<file path="config.mk">
export PLATFORM = sky130hd
export DESIGN_NAME = irq_priority_engine
export DESIGN_NICKNAME = d
export VERILOG_FILES = /design/src/rtl/irq_priority_engine.sv
export SDC_FILE = /design/constraint.sdc
export NUM_CORES = 1
export LEC_CHECK = 0
export BUFFER_PORTS_ARGS = -buffer_cell sky130_fd_sc_hd__buf_2
export CAP_MARGIN = 20
export CORE_ASPECT_RATIO = 1.25
export CORE_MARGIN = 2
export CORE_UTILIZATION = 48
export DETAILED_ROUTE_END_ITERATION = 8
export PLACE_DENSITY = 0.75
export SLEW_MARGIN = 20
export SYNTH_ARGS = -nofsm -noshare
export SYNTH_HDL_FRONTEND = slang
export SYNTH_SLANG_ARGS = --single-unit
</file>
<file path="constraint.sdc">
create_clock -name clock -period 6.7 [get_ports clock]
set_clock_uncertainty 0.1 [all_clocks]
set_input_delay 0.335 -clock clock [delete_from_list [all_inputs] [get_ports clock]]
set_output_delay 0.335 -clock clock [all_outputs]
set_load 0.02 [all_outputs]
</file>
<file path="src/rtl/irq_priority_engine.sv">
// irq_priority_engine
//
// Registered interrupt priority engine. It holds the interrupt request
// register (irr), the in-service register (isr) and the rotation pointer
// (lowest_prio) for NUM_IRQ channels. Each cycle it picks the winning
// request under fully nested or special-mask rules. It also runs the CPU
// acknowledge and end-of-interrupt (EOI) handshake.
//
// Ports
//   clock, reset_n            system clock, asynchronous active-low reset
//   irq_in                    raw request lines
//   edge_mode                 1: irr latches rising edges, 0: irr follows level
//   mask                      per-channel mask (1 = masked)
//   special_mask_mode         1: an isr bit blocks only its own channel
//   auto_rotate               1: the channel cleared by EOI becomes lowest priority
//   set_prio_valid/_id        specific rotation, set_prio_id becomes lowest priority
//   eoi_valid/_specific/_id   end of interrupt, specific or non-specific
//   ack_valid                 CPU acknowledge pulse
//   int_req, int_id           registered request flag and winning channel
//   ack_done, ack_id,         acknowledge response, one cycle after ack_valid
//   ack_spurious
//   irr, isr, lowest_prio     register state
//
// Configuration macro
//   IRQ_PRIORITY_ENGINE_SYNC_EN : when defined, irq_in passes through a
//   two-flop synchroniser before sampling. This adds two edges of request
//   latency.

module irq_priority_engine #(
  parameter int NUM_IRQ = 8,
  parameter int ID_W    = $clog2(NUM_IRQ)
) (
  input  logic               clock,
  input  logic               reset_n,
  input  logic [NUM_IRQ-1:0] irq_in,
  input  logic               edge_mode,
  input  logic [NUM_IRQ-1:0] mask,
  input  logic               special_mask_mode,
  input  logic               auto_rotate,
  input  logic               set_prio_valid,
  input  logic [ID_W-1:0]    set_prio_id,
  input  logic               eoi_valid,
  input  logic               eoi_specific,
  input  logic [ID_W-1:0]    eoi_id,
  input  logic               ack_valid,
  output logic               int_req,
  output logic [ID_W-1:0]    int_id,
  output logic               ack_done,
  output logic [ID_W-1:0]    ack_id,
  output logic               ack_spurious,
  output logic [NUM_IRQ-1:0] irr,
  output logic [NUM_IRQ-1:0] isr,
  output logic [ID_W-1:0]    lowest_prio
);

  // Return the one-hot vector for channel id.
  function automatic logic [NUM_IRQ-1:0] onehot(input logic [ID_W-1:0] id);
    logic [NUM_IRQ-1:0] one;
    one = {{(NUM_IRQ-1){1'b0}}, 1'b1};
    return one << id;
  endfunction

  // Return the highest-priority set bit of vec as {found, index}.
  // Priority starts at low+1 and wraps. The scan runs from lowest to
  // highest priority, so the final hit is the winner.
  function automatic logic [ID_W:0] top_bit(input logic [NUM_IRQ-1:0] vec,
                                            input logic [ID_W-1:0]    low);
    logic [ID_W:0]   res;
    logic [ID_W-1:0] idx;
    res = '0;
    for (int i = NUM_IRQ - 1; i >= 0; i--) begin
      idx = low + ID_W'(1) + ID_W'(i);
      res = vec[idx] ? {1'b1, idx} : res;
    end
    return res;
  endfunction

  logic [NUM_IRQ-1:0] irq_smp;

`ifdef IRQ_PRIORITY_ENGINE_SYNC_EN
  logic [NUM_IRQ-1:0] sync1_q;
  logic [NUM_IRQ-1:0] sync2_q;

  // Two-flop synchroniser for asynchronous request lines.
  always_ff @(posedge clock or negedge reset_n) begin
    if (!reset_n) begin
      sync1_q <= '0;
      sync2_q <= '0;
    end else begin
      sync1_q <= irq_in;
      sync2_q <= sync1_q;
    end
  end

  assign irq_smp = sync2_q;
`else
  assign irq_smp = irq_in;
`endif

  logic [NUM_IRQ-1:0] irr_q, irr_d;
  logic [NUM_IRQ-1:0] isr_q, isr_d;
  logic [NUM_IRQ-1:0] irq_prev_q;
  logic [ID_W-1:0]    lowest_q, lowest_d;
  logic               int_req_q, int_req_d;
  logic [ID_W-1:0]    int_id_q, int_id_d;
  logic               ack_done_q, ack_done_d;
  logic [ID_W-1:0]    ack_id_q, ack_id_d;
  logic               ack_spur_q, ack_spur_d;

  logic [NUM_IRQ-1:0] eligible;
  logic [ID_W:0]      win_top;
  logic [ID_W:0]      isr_top;
  logic [ID_W-1:0]    win_rank;
  logic [ID_W-1:0]    isr_rank;
  logic               ack_take;
  logic [NUM_IRQ-1:0] ack_mask;
  logic [NUM_IRQ-1:0] rise;
  logic [NUM_IRQ-1:0] eoi_mask;
  logic [ID_W-1:0]    eoi_bit;

  // Next-state logic: winner selection, IRR/ISR update, rotation and ack response.
  always_comb begin
    eligible = irr_q & ~mask & ~isr_q;
    win_top  = top_bit(eligible, lowest_q);
    isr_top  = top_bit(isr_q, lowest_q);
    // Rank 0 is the highest priority. Wrap-around subtraction gives the
    // distance from the highest-priority slot.
    win_rank = win_top[ID_W-1:0] - lowest_q - ID_W'(1);
    isr_rank = isr_top[ID_W-1:0] - lowest_q - ID_W'(1);

    if (!win_top[ID_W]) begin
      int_req_d = 1'b0;
    end else if (special_mask_mode || !isr_top[ID_W]) begin
      int_req_d = 1'b1;
    end else begin
      int_req_d = (win_rank < isr_rank);
    end
    // int_id tracks the top eligible channel even when nesting blocks int_req.
    int_id_d = win_top[ID_W-1:0];

    // The acknowledge applies to the channel that was presented on int_id.
    ack_take = ack_valid & int_req_q;
    if (ack_take) begin
      ack_mask = onehot(int_id_q);
    end else begin
      ack_mask = '0;
    end

    rise = irq_smp & ~irq_prev_q;
    if (edge_mode) begin
      // A new edge wins over an acknowledge clear of the same bit.
      irr_d = (irr_q & ~ack_mask) | rise;
    end else begin
      irr_d = irq_smp & ~ack_mask;
    end

    // EOI uses the pre-edge ISR.
    if (!eoi_valid) begin
      eoi_mask = '0;
      eoi_bit  = '0;
    end else if (eoi_specific) begin
      eoi_mask = isr_q & onehot(eoi_id);
      eoi_bit  = eoi_id;
    end else if (isr_top[ID_W]) begin
      eoi_mask = onehot(isr_top[ID_W-1:0]);
      eoi_bit  = isr_top[ID_W-1:0];
    end else begin
      eoi_mask = '0;
      eoi_bit  = '0;
    end
    // An acknowledge setting the bit that EOI clears leaves it set.
    isr_d = (isr_q & ~eoi_mask) | ack_mask;

    if (set_prio_valid) begin
      lowest_d = set_prio_id;
    end else if (auto_rotate && (eoi_mask != '0)) begin
      lowest_d = eoi_bit;
    end else begin
      lowest_d = lowest_q;
    end

    ack_done_d = ack_valid;
    ack_spur_d = ack_valid & ~int_req_q;
    if (!ack_valid) begin
      ack_id_d = ack_id_q;
    end else if (int_req_q) begin
      ack_id_d = int_id_q;
    end else begin
      ack_id_d = ID_W'(NUM_IRQ - 1);
    end
  end

  // State registers.
  always_ff @(posedge clock or negedge reset_n) begin
    if (!reset_n) begin
      irr_q      <= '0;
      isr_q      <= '0;
      irq_prev_q <= '0;
      lowest_q   <= ID_W'(NUM_IRQ - 1);
      int_req_q  <= 1'b0;
      int_id_q   <= '0;
      ack_done_q <= 1'b0;
      ack_id_q   <= '0;
      ack_spur_q <= 1'b0;
    end else begin
      irr_q      <= irr_d;
      isr_q      <= isr_d;
      irq_prev_q <= irq_smp;
      lowest_q   <= lowest_d;
      int_req_q  <= int_req_d;
      int_id_q   <= int_id_d;
      ack_done_q <= ack_done_d;
      ack_id_q   <= ack_id_d;
      ack_spur_q <= ack_spur_d;
    end
  end

  assign int_req      = int_req_q;
  assign int_id       = int_id_q;
  assign ack_done     = ack_done_q;
  assign ack_id       = ack_id_q;
  assign ack_spurious = ack_spur_q;
  assign irr          = irr_q;
  assign isr          = isr_q;
  assign lowest_prio  = lowest_q;

endmodule

</file>
---- Word-level counts from Yosys, hierarchy flattened ----
Cells that the tools add are included.
storage, ports and cells
  register bits after elaboration ......... 36
  output and inout bits ................... 28
  logic and storage cells ................. 116
operators by class
  mux-type cells .......................... 61
  reduce and logical (&&, ||, !) cells .... 5
  $add $sub $neg .......................... 12
  bitwise logic cells ..................... 17
  shift-type cells ........................ 3
  order comparisons ....................... 9
operators with widths
  kind                                                                          count
  4-bit two-way mux                                                             16
  8-bit bitwise AND                                                             7
  1-bit binary-select mux with 3-bit select                                     16
  8-bit two-way mux                                                             5
  8-bit NOT                                                                     5
  3-bit by 4-bit less-than comparator with 1-bit output, second input constant  8
  1-bit by 3-bit left shift with 8-bit output, first input constant             3
  1-bit two-way mux                                                             18
  3-bit two-way mux                                                             6
  8-bit bitwise OR                                                              2
  3-bit adder, second input constant                                            4
  8-bit nonzero test                                                            1
  3-bit by 1-bit adder with 3-bit output, second input constant                 2
  3-bit by 2-bit adder with 3-bit output, second input constant                 2
  3-bit by 1-bit subtractor with 3-bit output, second input constant            2
  3-bit subtractor                                                              2
  3-bit less-than comparator                                                    1
  1-bit bitwise AND                                                             2
  2-bit nonzero test                                                            1
  1-bit logical AND                                                             1
  1-bit zero test                                                               1
  1-bit logical OR                                                              1
  1-bit NOT                                                                     1

---- Logic depth before layout (Yosys ltp) ----
Gate-level depths: netlist of run 1.
  depth after elaboration ................. 20
  gate-level depth with buffers ........... 24
  mapped depth without buffers ............ 19

---- Worst setup path after synthesis of run 1 ----
Ideal clock, no wire load.
  path kind ............................... register to register
  from .................................... reg lowest_q[0] (netlist: lowest_prio[0])
  to ...................................... reg int_req_q (netlist: int_req)
  path slack .............................. 1.717 ns
  cell stages (with the launch flop) ...... 25
  data required time ...................... 6.523 ns
  clock period less this slack ............ 4.983 ns
  path buffers ............................ 6
  setup time .............................. 0.077 ns
  data arrival time ....................... 4.806 ns
  path through ............................ dfstp_2 > buf_2 > buf_6 > inv_1 > buf_2 > ha_1 > buf_6 > buf_6 > buf_6 > mux4_2 > nand2_1 > a21boi_0 > nand2_1 > o21ai_0 > nand2_1 > nand3_1 > o21ai_0 > ha_1 > fa_1 > xor2_1 > xnor2_1 > ha_1 > a21oi_1 > nor2_1 > a21oi_1
between the ends
  longest elaborated chain between the ends .. 17
  elaborated cells between the ends (all ways) .. 65
  classes of those cells .................. add/sub: 12; order compare: 1; mux: 50; reduce/logical: 2
RTL lines
  what                                           RTL line  source
  from (decl)                                    103       logic [ID_W-1:0] lowest_q, lowest_d;
  from (signal assigned)                         199       lowest_q <= ID_W'(NUM_IRQ - 1);
  from (signal assigned)                         209       lowest_q <= lowest_d;
  3-bit by 1-bit adder with 3-bit output *       72        idx = low + ID_W'(1) + ID_W'(i);
  3-bit adder                                    72
  1-bit binary-select mux with 3-bit select      73        res = vec[idx] ? {1'b1, idx} : res;
  1-bit two-way mux (implied by the code)        73
  4-bit two-way mux (7 in series)                73
  4-bit two-way mux *                            73
  via win_top[0]                                 111       logic [ID_W:0] win_top;
  3-bit subtractor *                             128       win_rank = win_top[ID_W-1:0] - lowest_q - ID_W'(1);
  3-bit by 1-bit subtractor with 3-bit output *  128
  3-bit less-than comparator *                   136       int_req_d = (win_rank < isr_rank);
  1-bit two-way mux *                            133       end else if (special_mask_mode || !isr_top[ID_W]) begin
  1-bit two-way mux *                            131       if (!win_top[ID_W]) begin
  via int_req_d                                  104       logic int_req_q, int_req_d;
  to (signal assigned)                           210       int_req_q <= int_req_d;
  to (decl)                                      104
Mark *: on every way through the listed nets, which the timed path passes. The rest lies on a longest branch. The select of a mux whose other input is x is not followed.
A chain may end at the register's enable or synchronous reset.

---- Worst setup path in the final report of run 1 ----
Ends and elaborated chain as after synthesis.

==> results.md, run 1 <==
* Status: finished clean
* ANT cells at 0
* Number of setup violations in the final report at 0
* Slowest CP cell: ha_1
* Mapped Cells at 409
* Setup crit start kind: flip-flop
* Vias in the first global route at 3170
* CP Max Fanout at 21
* Synth Net Count at 448
* Antenna-violating nets left at 0
* Hold-fix buffers at CTS at 0
* Multi-input gate area at 0.002409 mm²
* # clock sinks at 36
* Delay-heaviest family, CP: adder cells
* Fin crit share at 0.8259
* Most frequent CP cell: ha_1
* Min-delay worst type: input port to async pin
* Critical-path cell list: inv_1 -> ha_1 -> inv_2 -> mux4_2 -> a21boi_0 -> nand2_1 -> o21ai_0 -> nand2_1 -> nand3_1 -> o21ai_0 -> ha_1 -> fa_1 -> xor2_1 -> xnor2_1 -> ha_1 -> a21oi_1 -> nor2_1 -> a21oi_1
* Synth Register Bits at 36
* Synth-to-Final Area Change at 11.45%
* Async SR Flop Fraction at 1.000
* CP Capture Type: flip-flop
* H-tree depth at 2
* Pre-CTS setup slack at 1.234 ns
* Die ar. at 0.008133 mm²
* Crit path buffers/inverters at 2
* HPWL after DPL at 7347 µm
* Worst relative slew slack at 0.4127
* First-pass GRT wire length at 15340 µm
* Routability cong. at between 0.8 and 0.9
* Post-CTS setup buffers at 0
* # DRC at 0
* Routed len/inst at 18.29 µm
* R2r endpoint: int_req
* Number of library cell types mapped by synthesis at 69
* R2R Setup Slk at between 1 and 1.5 ns
* Clock-pin slew on the worst setup and hold paths at 0.08 ns
* Synth Flop Type: dfrtp_1
* Core area at roughly 0.0073 mm²
* DRT iter0 DRCs at 283
* Mapped Area at 0.003563 mm²
* Gr usage total at 0.2457
* Clk_lat worst skew at roughly 0.3 ns
* Leak at 0.001753 µW
* Drt via density at 6.233
* Clock Path Buffers at 2
* Worst-margin pin slew at 0.8810 ns
* Final total power at 1940 µW
* Largest net degree at the start of global routing at 37
* Most frequent cells in the layout: nand2_1, buf_2, dfrtp_1, nor2_1, o21ai_0
* Detailed Route WL at 9895 µm
* Synth warn at 0
* Via count at 3372
* Starting density of the core at 0.4902
* Share of cells above drive strength 1 at 0.2606
* Crit path time final at around 5.5 ns
* Setup TNS at 0 ns
* Setup ws final at 1.166 ns
* Initial antenna violation count at 0
* Crit Path Class: flip-flop to flip-flop
* Storage element area at 904.6 µm²
* RSZ-0062 raised after global routing: no
* Met3 Wirelength at 537 µm
* FP Rows at 35
* Post-cts sizing count at 0
* EDFF count, synth at 0
* Max Slew Vio Count at 0
* Final Hold Viols at 0
* Final nets at roughly 490
* Met2 WL post-DR at 5157 µm
* Arrival @ worst endpoint at around 5.7 ns
* Worst r2r src: lowest_prio[0]
* Die height at 100.3 µm
* DIE WIDTH at 81.07 µm
* Worst path max stage delay at roughly 0.96 ns
* Top Metal Used: met4
* Filler cells at 679
* R2R depth at 18
* Met1 WL at 3849 µm
* Critical path depth at 18
* PortBufs at 58
* Drt pass-1 iters at 7
* Grt total ovfl at 0
* Post-synthesis sequential area ratio at 0.2539
* PwrDens at 488.5 mW/mm²
* Commonest non-fill, non-tap cell in the layout: nand2_1
* Max-cap violations at 0
* Required @ worst endpoint at 6.82 ns
* I/O pins at slightly below 60
* Root Driver: clkbuf_8
* CTS buffer count at 5
* CTS tree: yes
* Syn avg cell area at 8.713 µm²
* Worst VDD drop at 0.3101 mV
* Max frequency at 0.1807 GHz
==> flip-flops by register name (all words and copies together) (netlist names) <==
signal and count:
irq_prev_q 8, irr 8, isr 8, ack_id 3
int_id 3, lowest_prio 3, ack_done 1, ack_spurious 1
int_req 1
==> routing by layer <==
layer  vias up  global-route usage
met3        30             0.02698
li1       1569                   -
met1      1638              0.2942
met4         0              0.1460
met5         -                   0
met2       135              0.4196
==> cell usage after synthesis, drive strengths merged (2+ instances only) <==
cell type | n | share of area
a211oi | 2 | 0.0042
a21boi | 4 | 0.0084
a21o | 2 | 0.0042
a21oi | 22 | 0.031
a221o | 2 | 0.0056
a221oi | 2 | 0.0049
a22o | 4 | 0.0098
a22oi | 5 | 0.011
a31o | 2 | 0.0049
a31oi | 4 | 0.0070
a32o | 2 | 0.0056
and2 | 4 | 0.0070
and3 | 5 | 0.0088
buf | 17 | 0.037
clkbuf | 11 | 0.012
dfrtp | 33 | 0.23
dfstp | 3 | 0.022
fa | 2 | 0.011
ha | 6 | 0.021
inv | 20 | 0.021
mux2 | 6 | 0.020
mux2i | 14 | 0.041
mux4 | 19 | 0.12
nand2 | 62 | 0.065
nand2b | 11 | 0.019
nand3 | 8 | 0.011
nand4 | 2 | 0.0035
nor2 | 31 | 0.033
nor2b | 5 | 0.0088
nor3 | 9 | 0.014
nor3b | 10 | 0.021
o2111a | 2 | 0.0063
o21ai | 34 | 0.048
o221ai | 2 | 0.0049
o22ai | 2 | 0.0035
o2bb2ai | 2 | 0.0049
o32ai | 2 | 0.0070
or3b | 8 | 0.020
xnor2 | 7 | 0.019
xor2 | 3 | 0.0095
xor3 | 2 | 0.014
==> report_power, final <==
part | internal [µW] | leakage (µW) | switching (µW) | total (µW)
Combinational | 545 | 0.00125 | 718 | 1260
Clock | 186 | 0.0000784 | 80.5 | 267
Sequential | 276 | 0.000424 | 135 | 411
==> worst reg2reg max path: cells and delay by family (launching register included) <==
family	cells	cell delay (ns)
buf+inv	2	0.51
xor+xnor	2	0.39
fa+ha+maj	4	1.91
compound gates	5	1.10
simple gates	4	0.34
flops	1	0.54
mux	1	0.55
==> worst max-delay path by stage <==
| stage | to | slack, ns | from |
|---|---|---|---|
| finish | int_req | 1.17 | lowest_prio[0] |
| global route | int_req | 0.82 | lowest_prio[0] |
| CTS | int_req | 1.20 | lowest_prio[0] |
| detailed placement | int_req | 1.23 | lowest_prio[0] |
| global placement | int_req | 1.37 | lowest_prio[0] |
| floorplan | int_req | 1.72 | lowest_prio[0] |
==> cells by family after synthesis <==
family,Yosys count,share of synthesized area
muxes,39,0.1815
buffers and inverters,49,0.07022
DFF,36,0.2539
xor gates and xnor gates,12,0.04284
and+or+nand+nor,161,0.2244
adders and majority gates,8,0.03230
AOI/OAI and AO/OA,104,0.1949
==> metrics by stage <==
step | hold WS [ns] | area, µm² | utilization | instances
after global placement | 0.3601 | 3812 | 0.5244 | 533
after floorplan | -0.06059 | 3563 | - | 409
after detailed placement | 0.3651 | 3812 | 0.5244 | 533
after global routing | 0.06423 | 3971 | 0.5463 | 541
after CTS | 0.04447 | 3971 | 0.5463 | 541
final | 0.01304 | 3971 | 0.5463 | 541
==> cell type report <==
class,instances,share of cell area
multi-input combinational,324,0.6065
sequential,36,0.2278
timing repair buffer,60,0.07687
tap,92,0.02899
clock inverter,3,0.02268
inverter,21,0.01985
clock buffer,5,0.01733
No activity file was read; power rests on OpenSTA's default activity.
==> inputs of run 2 (changes only) <==
--- a/config.mk
+++ b/config.mk
@@ -11,7 +11,7 @@
 export CORE_MARGIN = 2
 export CORE_UTILIZATION = 48
 export DETAILED_ROUTE_END_ITERATION = 8
-export PLACE_DENSITY = 0.75
+export PLACE_DENSITY = 0.77
 export SLEW_MARGIN = 20
 export SYNTH_ARGS = -nofsm -noshare
 export SYNTH_HDL_FRONTEND = slang
==> constraint.sdc (replaced) <==
create_clock -name clock -period 4.5 [get_ports clock]
set_clock_uncertainty 0.1 [all_clocks]
set_input_delay 0.225 -clock clock [delete_from_list [all_inputs] [get_ports clock]]
set_output_delay 0.225 -clock clock [all_outputs]
set_load 0.02 [all_outputs]
==> run 2 against run 1 <==
Against the previous run: routed wire length is 3.5% higher; critical endpoint unchanged; cell area grew 7.4%; highest routed layer unchanged; largest power group unchanged; fmax increased by 29%; combinational power is 75% higher; register-to-register slack worse by 0.95 ns; sequential power increased by 20%; largest cell class unchanged; critical path depth decreased by 1; clock-buffer cell count is the same; hold slack improved by 0.025 ns.
==> results.md, run 2 (synthesis gave the netlist of run 1 again) <==
* Slowest CP cell: xor3_2
* Worst relative slew slack at 0.4717
* Required @ worst endpoint at 4.61 ns
* Crit Path Class: flip-flop to flip-flop
* Max frequency at 0.2336 GHz
* Crit path time final at 4.281 ns
* Psw at 1446 µW
* Worst-margin pin slew at about 0.79 ns
* Clock power share at 0.094
* Clk_lat worst skew at roughly 0.29 ns
* Filler cells at 673
* Drt via density at 6.107
* # DRC at 0
* Die height at around 100 µm
* Critical-path cell list: inv_2 -> ha_4 -> xor3_2 -> mux2_2 -> and2_1 -> o21ai_1 -> o31a_1 -> nand3_1 -> inv_2 -> ha_1 -> fa_1 -> inv_1 -> ha_4 -> a21o_1 -> a21oi_1 -> nor2_1 -> a21oi_1
* Clock-pin slew on the worst setup and hold paths at 0.08 ns
* Clock Path Buffers at 2
* Share of cells above drive strength 1 at 0.3109
* Leak at 0.001876 µW
* Final nets at 514
* PwrDens at roughly 700 mW/mm²
* FP Rows at 35
* Starting density of the core at 0.4902
* Most frequent cells in the layout: nand2_1, buf_2, dfrtp_1, nor2_1, o21ai_0
* Initial antenna violation count at 0
* Gr usage total at 0.2635
* Final Hold Viols at 0
* Largest net degree at the start of global routing at 37
* Synth-to-Final Area Change at 19.70%
* Grt total ovfl at 0
* Final total power at 2988 µW
* Core area at 0.007269 mm²
* Detailed Route WL at 10250 µm
* Fin crit share at 0.9514
* Worst path max stage delay at 0.60 ns
* Sw frac at 0.4839
* Number of setup violations in the final report at 0
* Commonest non-fill, non-tap cell in the layout: nand2_1
* I/O pins at 59
* CP Capture Type: flip-flop
* Setup crit start kind: flip-flop
* Crit path buffers/inverters at 3
* H-tree depth at 2
* DIE WIDTH at 81.07 µm
* Arrival @ worst endpoint at 4.39 ns
* Routed len/inst at approximately 18 µm
* Min-delay worst type: input port to flip-flop
* HPWL after DPL at 7634 µm
* CTS buffer count at 5
* Seq pwr share at 0.165
* # clock sinks at 36
* CP Max Fanout at 17
* Antenna-violating nets left at 0
* DRT iter0 DRCs at 300
* Cell internal pwr at roughly 1500 µW
* Worst VDD drop at 0.3755 mV
* CTS tree: yes
* Drt pass-1 iters at 5
* Routability cong. at 0.8863
* Via count at 3469
* Root Driver: clkbuf_8
* Status: finished clean
* PortBufs at 58
* Max-cap violations at 0
* Vias in the first global route at 3284
* Die ar. at around 0.0081 mm²
* Combinational Power Share at 0.741
* Setup TNS at 0 ns
* ANT cells at 0
* Delay-heaviest family, CP: adder cells
* Max Slew Vio Count at 0
* First-pass GRT wire length at 16590 µm
[run 2: cell type report]
cell class                      count  area, µm²  share of cell area
Clock buffer                        5      68.82             0.01613
Multi-Input combinational cell    324       2497              0.5855
Inverter                           21      83.83             0.01965
Timing Repair Buffer               87      553.0              0.1297
Sequential cell                    36      904.6              0.2121
Tap cell                           92      115.1             0.02699
Clock inverter                      3      42.54            0.009974
[run 2: path summary, 6_finish.rpt]
kind                                     start         to  slack (ns)  cells after the start
worst max-delay path            lowest_prio[0]    int_req        0.22                     17
worst max register to register  lowest_prio[0]    int_req        0.22                     17
worst min-delay path                 ack_valid   ack_done        0.04                      1
min in group asynchronous              reset_n  ack_id[1]        0.46                      2
worst min register to register       ack_id[2]  ack_id[2]        0.40                      2
max in group asynchronous              reset_n     irr[5]        3.33                      2
[run 2: layer usage]
metal / share of wire / up-vias / GRT usage
met5: 0 / - / 0
met4: 0.029 / 0 / 0.1030
met3: 0.052 / 23 / 0.02518
met2: 0.53 / 149 / 0.4692
met1: 0.39 / 1669 / 0.3244
li1: - / 1628 / -
[run 2: per-stage QoR]
step / instance area, µm² / hold WS [ns] / utilization / setup slack [ns] / instances
after floorplan: 3656 / -0.1706 / - / -0.03373 / 409
after global placement: 3990 / 0.2513 / 0.5489 / 0.1802 / 547
after detailed placement: 3990 / 0.2541 / 0.5489 / 0.09496 / 547
after CTS: 4192 / 0.02979 / 0.5766 / 0.06013 / 564
after global routing: 4265 / 0.04093 / 0.5867 / -0.01208 / 568
final: 4265 / 0.03762 / 0.5867 / 0.2186 / 568
[run 2: repair_timing]
action | CTS | global route
gates resized for setup | 0 | 7
setup endpoints to repair | 0 | 1
hold buffers | 9 | 0
buffers inserted | 0 | 4
endpoints found under the hold margin | 41 | 0
[run 2: power by group through the flow]
stage	combinational, µW	clock [µW]	sequential (µW)
6_report	2210	282	492
5_1_grt	2420	301	502
4_1_cts	2160	287	489
3_5_place_dp	2150	0	494
3_3_place_gp	2100	0	493
2_1_floorplan	1550	0	582
